**config.mk**
```make
export PLATFORM = sky130hd
export DESIGN_NAME = uart_rx
export DESIGN_NICKNAME = d
export VERILOG_FILES = /design/src/rtl/uart_rx.sv
export SDC_FILE = /design/constraint.sdc
export NUM_CORES = 1
export LEC_CHECK = 0
export ABC_AREA = 1
export CORE_MARGIN = 2
export CORE_UTILIZATION = 40
export DETAILED_ROUTE_END_ITERATION = 8
export GPL_TIMING_DRIVEN = 0
export REMOVE_ABC_BUFFERS = 1
export SYNTH_ARGS = -nofsm -noshare
export SYNTH_HDL_FRONTEND = slang
export SYNTH_SLANG_ARGS = --single-unit
```
**constraint.sdc**
```tcl
create_clock -name clk -period 1.8 [get_ports clk]
set_clock_uncertainty 0.2 [all_clocks]
set_input_delay 0.45 -clock clk [delete_from_list [all_inputs] [get_ports clk]]
set_output_delay 0.45 -clock clk [all_outputs]
set_load 0.02 [all_outputs]
```
**src/rtl/uart_rx.sv**
```systemverilog
// uart_rx: 8N1 UART receiver, two-flop RXD synchronizer, mid-bit sampling, one-cycle result strobes
//   clk       system clock, rising edge
//   n_rst     synchronous active-low reset
//   RXD       asynchronous serial input, idles high
//   rx_data   last correctly framed byte, held until the next good frame
//   rx_valid  one-cycle pulse when rx_data updates
//   frame_err one-cycle pulse when the stop bit samples low
//   busy      high whenever the receiver is not idle
module uart_rx #(
   parameter int unsigned CLKS_PER_BIT = 16
) (
   input  logic       clk,
   input  logic       n_rst,
   input  logic       RXD,
   output logic [7:0] rx_data,
   output logic       rx_valid,
   output logic       frame_err,
   output logic       busy
);
   localparam int CW = $clog2(CLKS_PER_BIT);
   localparam logic [CW-1:0] H_M1 = CW'(CLKS_PER_BIT / 2 - 1);
   localparam logic [CW-1:0] C_M1 = CW'(CLKS_PER_BIT - 1);
   typedef enum logic [2:0] {IDLE, START, DATA, STOP, BRK} state_t;
   state_t        state_q, state_d;
   logic          s1_q, s2_q;
   logic [1:0]    rdy_q, rdy_d;
   logic          armed_q, armed_d;
   logic [CW-1:0] cnt_q, cnt_d;
   logic [2:0]    bidx_q, bidx_d;
   logic [7:0]    shreg_q, shreg_d;
   logic [7:0]    rx_data_q, rx_data_d;
   logic          rx_valid_q, rx_valid_d;
   logic          ferr_q, ferr_d;
   // s2 holds reset value, not the line, for two edges after reset; rdy marks when it is genuine.
   // armed requires a genuine high before the first start, so a line held low through reset is ignored.
   always_comb begin
      state_d    = state_q;
      cnt_d      = cnt_q;
      bidx_d     = bidx_q;
      shreg_d    = shreg_q;
      rx_data_d  = rx_data_q;
      rx_valid_d = 1'b0;
      ferr_d     = 1'b0;
      rdy_d      = {rdy_q[0], 1'b1};
      armed_d    = armed_q | (rdy_q[1] & s2_q);
      case (state_q)
         IDLE: begin
            state_d = (armed_q && !s2_q) ? START : IDLE;
            cnt_d   = '0;
         end
         START: begin
            cnt_d   = (cnt_q == H_M1) ? '0 : cnt_q + 1'b1;
            bidx_d  = '0;
            state_d = (cnt_q != H_M1) ? START : (s2_q ? IDLE : DATA);
         end
         DATA: begin
            cnt_d = (cnt_q == C_M1) ? '0 : cnt_q + 1'b1;
            if (cnt_q == C_M1) begin
               shreg_d = {s2_q, shreg_q[7:1]};
               bidx_d  = bidx_q + 1'b1;
               state_d = (bidx_q == 3'd7) ? STOP : DATA;
            end
         end
         STOP: begin
            cnt_d = (cnt_q == C_M1) ? '0 : cnt_q + 1'b1;
            if (cnt_q == C_M1) begin
               rx_valid_d = s2_q;
               ferr_d     = !s2_q;
               rx_data_d  = s2_q ? shreg_q : rx_data_q;
               state_d    = s2_q ? IDLE : BRK;
            end
         end
         BRK:     state_d = s2_q ? IDLE : BRK;
         default: state_d = IDLE;
      endcase
   end
   always_ff @(posedge clk) begin
      if (!n_rst) begin
         state_q    <= IDLE;
         s1_q       <= 1'b1;
         s2_q       <= 1'b1;
         rdy_q      <= '0;
         armed_q    <= 1'b0;
         cnt_q      <= '0;
         bidx_q     <= '0;
         shreg_q    <= '0;
         rx_data_q  <= '0;
         rx_valid_q <= 1'b0;
         ferr_q     <= 1'b0;
      end else begin
         state_q    <= state_d;
         s1_q       <= RXD;
         s2_q       <= s1_q;
         rdy_q      <= rdy_d;
         armed_q    <= armed_d;
         cnt_q      <= cnt_d;
         bidx_q     <= bidx_d;
         shreg_q    <= shreg_d;
         rx_data_q  <= rx_data_d;
         rx_valid_q <= rx_valid_d;
         ferr_q     <= ferr_d;
      end
   end
   assign rx_data   = rx_data_q;
   assign rx_valid  = rx_valid_q;
   assign frame_err = ferr_q;
   assign busy      = (state_q != IDLE);
endmodule

```
# Word level (Yosys, flattened, before mapping)
# Cells that the tools add are included.
classes:
  addsub: 2
  n_mul: 0
  n_div: 0
  order_cmp: 0
  n_eq_ne: 10
  n_shift: 0
  mux: 14
  n_bitwise: 2
  n_reduce_logical: 12
op_table:
  columns: ["op", "count"]
  rows:
  - ["$pmux W3 S5", 1]
  - ["$mux W3", 4]
  - ["$pmux W4 S3", 1]
  - ["$mux W4", 2]
  - ["$eq A3 B2 Y1 const B", 2]
  - ["$eq A3 B3 Y1 const B", 2]
  - ["$pmux W3 S2", 1]
  - ["$reduce_and A2 Y1", 3]
  - ["$reduce_and A3 Y1", 2]
  - ["$reduce_bool A3 Y1", 2]
  - ["$add A4 B1 Y4 const B", 1]
  - ["$eq A4 B3 Y1 const B", 1]
  - ["$eq A4 B4 Y1 const B", 1]
  - ["$mux W2", 2]
  - ["$ne A2 B2 Y1 const B", 2]
  - ["$ne A4 B3 Y1 const B", 1]
  - ["$add A3 B1 Y3 const B", 1]
  - ["$eq A3 B1 Y1 const B", 1]
  - ["$logic_not A3 Y1", 1]
  - ["$mux W1", 3]
  - ["$reduce_bool A2 Y1", 1]
  - ["$reduce_or A2 Y1", 1]
  - ["$and A1 B1 Y1", 1]
  - ["$logic_and A1 B1 Y1", 1]
  - ["2 further kinds", 2]
word_totals:
  ff_bits: 33
  latchBits: 0
  ramBits: 0
  rom_bits: 0
  in_bits: 3
  out_inout_bits: 11
  word_cells: 52
  memories: 0

# Longest topological paths before layout
depth:
  ltp_word: 4
  mapped_depth: 9
  ltp_nobuf: 9

# Least setup slack after synthesis
# No wires, ideal clock.
synth_path:
  path_kind: "register to register"
  start: "register cnt_q[0]"
  end: "register shreg_q[1]"
  setup_ns: 0.116
  arrival_ns: 1.123
  required_ns: 1.484
  slack_ns: 0.361
  stages_incl_launch_ff: 9
  path_buffers: 1
  synth_period_minus_slack_ns: 1.439
  cell_sequence: "dfxtp_1 -> ha_1 -> nand2_1 -> inv_2 -> nand2_2 -> nor2_4 -> buf_6 -> o21ai_0 -> nor2_1"
synth_via:
  elab_chain_cells: 2
synth_rtl:
  columns: ["item", "line", "text"]
  rows:
  - ["start: declaration", "28", "logic [CW-1:0] cnt_q, cnt_d;"]
  - ["start signal: assignment", "96", "cnt_q <= cnt_d;"]
  - ["$eq A4 B4 Y1", "58", "if (cnt_q == C_M1) begin"]
  - ["$reduce_and A2 Y1 (no source line)", null, null]
  - ["end signal: assignment", "98", "shreg_q <= shreg_d;"]
  - ["end: declaration", "30", "logic [7:0] shreg_q, shreg_d;"]
# Every way passes these cells.
# A chain may end at the register's enable or synchronous reset.

# Worst setup path in the final report
layout_path:
  start: "register state_q[1]"
  end: "output port busy"
layout_via:
  elab_chain_cells: 1
layout_rtl:
  columns: ["item", "line", "text"]
  rows:
  - ["start: declaration", "24", "state_t state_q, state_d;"]
  - ["start signal: assignment", "91", "state_q <= state_d;"]
  - ["$reduce_bool A3 Y1", "107", "assign busy = (state_q != IDLE);"]
  - ["end: declaration", "18", "output logic busy"]
# Every way passes these cells.

==> summary.md <==
| Metric | Value |
|---|---|
| Status | `finished, final reports clean` |
| Row Count | `20` |
| Initial cell density of the core | `0.423` |
| Worst EP required | `1.15 ns` |
| Fin. max-slew vios | `0` |
| Antenna diode count | `0` |
| DP Worst Slack | `-0.601 ns` |
| Post-Route Utilization | `0.497` |
| Final ANT Viol Nets | `0` |
| Max_slew headroom | `0.731` |
| Non-filler instance count after layout | `~220` |
| Die Wd | `a little over 60 um` |
| Post-synthesis cell count | `160` |
| Crit end category | `output port` |
| TritonCTS clock tree | `built` |
| TNS Setup | `0 ns` |
| Avg WL per Cell | `around 11 um` |
| CP cell instances | `nor2_4 > nand2_1 > buf_2` |
| Max Cap Violations | `0` |
| Mapped cell area | `0.00129 mm^2` |
| CTS Buf Count | `5` |
| CTS max path bufs | `2` |
| P per Cell Area | `771 mW/mm^2` |
| Synthesized flop and latch total | `33` |
| Vias per cell | `4.73` |
| Yosys warning count | `0` |
| Unrepaired setup endpoints after global routing | `false` |
| Seq/Total Area, Yosys | `0.511` |
| Share of the synthesized area in the top cell type | `0.511` |
| Synth async-reset ratio | `0` |
| Tmin final | `between 1.5 and 2 ns` |
| Netlist cell types | `23` |
| Total power | `about 1.2 mW` |
| Die height | `60.8 um` |
| Worst vdd ir | `about 0.28 mV` |
| Share of layout cells above drive strength 1 | `0.173` |
| DP Cell Count | `213` |
| Root buf cell | `clkbuf_4` |
| Crit path max-delay cell type | `dfxtp_4` |
| GRT Max-Usage Layer | `met2` |
| LEAKAGE | `~0.73 nW` |
| Worst hold margin | `0.228 ns` |
| IO Count | `14` |
| Later-pin clock latency in the skew report | `between 0.3 and 0.4 ns` |
| Ys flop type | `dfxtp_1` |
| Final setup vio count | `0` |
| Post-synthesis average cell area | `approximately 8.1 um^2` |
| Slew @ Worst Pin | `slightly above 0.4 ns` |
| Vias in the first global route | `972` |
| Layout area overhead | `17.3%` |
| EDFF count, synth | `0` |
| CP max FO | `6` |
| Reg clk slew, reported paths | `approximately 0.090 ns` |
| Largest net degree at the start of global routing | `23` |
| Vias | `1,055` |
| Commonest non-fill, non-tap cells in the layout | `35 x nor2_1, 30 x dfxtp_1, 18 x o21ai_0, 15 x nand2_1, 12 x inv_1` |
| CP peak stage delay | `0.39 ns` |
| Critical path type | `register to output port` |
| Clk sink count | `33` |
| Ranking of synthesized cells by area | `dfxtp_1 51%, nor2_1 11%, o21ai_0 7.0%` |
| Fin nets | `184` |
| All-Layer GR Usage | `0.153` |
| Initial antenna violation count | `0` |
| Core area | `between 0.003 and 0.004 mm^2` |
| Setup ws final | `approximately 0.09 ns` |
| Initial DRC Count | `27` |
| Die area | `0.00370 mm^2` |
| Met2 usage | `0.260` |
| Hold Buf Count CTS | `0` |
| Largest area contributor in the netlist | `dfxtp_1` |
| Crit path DAT | `1.06 ns` |
| Total grt overflow | `0` |
| Placed instance area | `between 0.001 and 0.0015 mm^2` |
| First-pass GRT wire length | `~4000 um` |
| Final HPWL DP | `1690 um` |
| Met3 Resource Use GR | `0.0576` |
| Commonest non-fill, non-tap cell in the layout | `nor2_1` |
| GP Congestion | `0.760` |
| Final Hold Vio Count | `0` |
| H-tree Lvls | `2` |
| Total Wirelength | `2430 um` |
| Met1 GRT Util | `0.166` |
| DRC viols | `0` |
| Pre-antenna DRT Iters | `4` |
| HP Class | `register to register` |
| Setup crit start kind | `register` |
| Fin crit share | `0.951` |
| Design Area, Final | `~0.0015 mm^2` |
| Port bufs | `13` |
| Fmax | `584 MHz` |
==> what timing repair did <==
item                       CTS  global route
resized for setup           21             4
hold endpoints to repair     0             0
cloned                       0             0
setup endpoints to repair   29             9
buffers inserted             2             0
pin swaps                    1             0
==> cell families after synthesis <==
logic type / Yosys count / share of synthesized area
AND/OR/NAND/NOR: 73 / 0.265
AO/OA/AOI/OAI: 31 / 0.126
adder cells (fa/ha/maj): 3 / 0.0290
buffers and inverters: 20 / 0.0687
flip-flops: 33 / 0.511
==> final timing paths <==
path | start | endpoint | slack (ns) | cells past startpoint
setup / recovery | state_q[1]$_SDFFE_PN0P_ | busy | 0.09 | 3
hold / removal | s1_q$_SDFF_PN1_ | s2_q$_SDFF_PN1_ | 0.23 | 1
setup reg to reg | cnt_q[0]$_SDFFE_PN0P_ | bidx_q[2]$_SDFFE_PN0P_ | 0.12 | 9
hold reg to reg | s1_q$_SDFF_PN1_ | s2_q$_SDFF_PN1_ | 0.23 | 1
==> cell usage after synthesis (all sizes together), types with 2 or more instances <==
| cell | number |
|---|---|
| a21oi | 12 |
| clkbuf | 3 |
| dfxtp | 33 |
| ha | 3 |
| inv | 16 |
| nand2 | 19 |
| nand3 | 8 |
| nand4 | 3 |
| nor2 | 39 |
| o21ai | 19 |
| or2 | 2 |
==> final cells by class <==
| class | instances | area [um^2] |
|---|---|---|
| clock buffer | 6 | 41.3 |
| clock inverter | 2 | 10.0 |
| inverter | 16 | 65.1 |
| fill | 325 | 1540 |
| multi-input combinational | 107 | 553 |
| tap | 44 | 55.1 |
| timing repair buffer | 15 | 123 |
| sequential | 33 | 669 |
==> worst max-delay path, delay by kind of cell, from the launching register on <==
kind	cells	cell delay, ns
flip-flops	1	0.39
AND/OR/NAND/NOR	2	0.20
buffers and inverters	1	0.15
==> state kept, by name (all words and copies together), names as in the netlist <==
signal / flops
state_q: 3
rx_data: 8
rdy_q: 2
shreg_q: 8
s2_q: 1
cnt_q: 4
s1_q: 1
frame_err: 1
rx_valid: 1
bidx_q: 3
armed_q: 1
==> metal layers <==
layer	part of all wire	wire (um)	vias up
met5	0	0	-
met4	0.014	34	0
met3	0.050	122	4
met2	0.48	1150	24
met1	0.46	1120	474
li1	-	-	553
==> power breakdown <==
part | switching, mW | leakage (nW) | internal, mW
Clock | 0.250 | 0.0320 | 0.149
Combinational | 0.0213 | 0.424 | 0.0109
Sequential | 0.00350 | 0.269 | 0.734
Total | 0.275 | 0.725 | 0.893
Note: power is estimated with default switching activity, not from simulation.
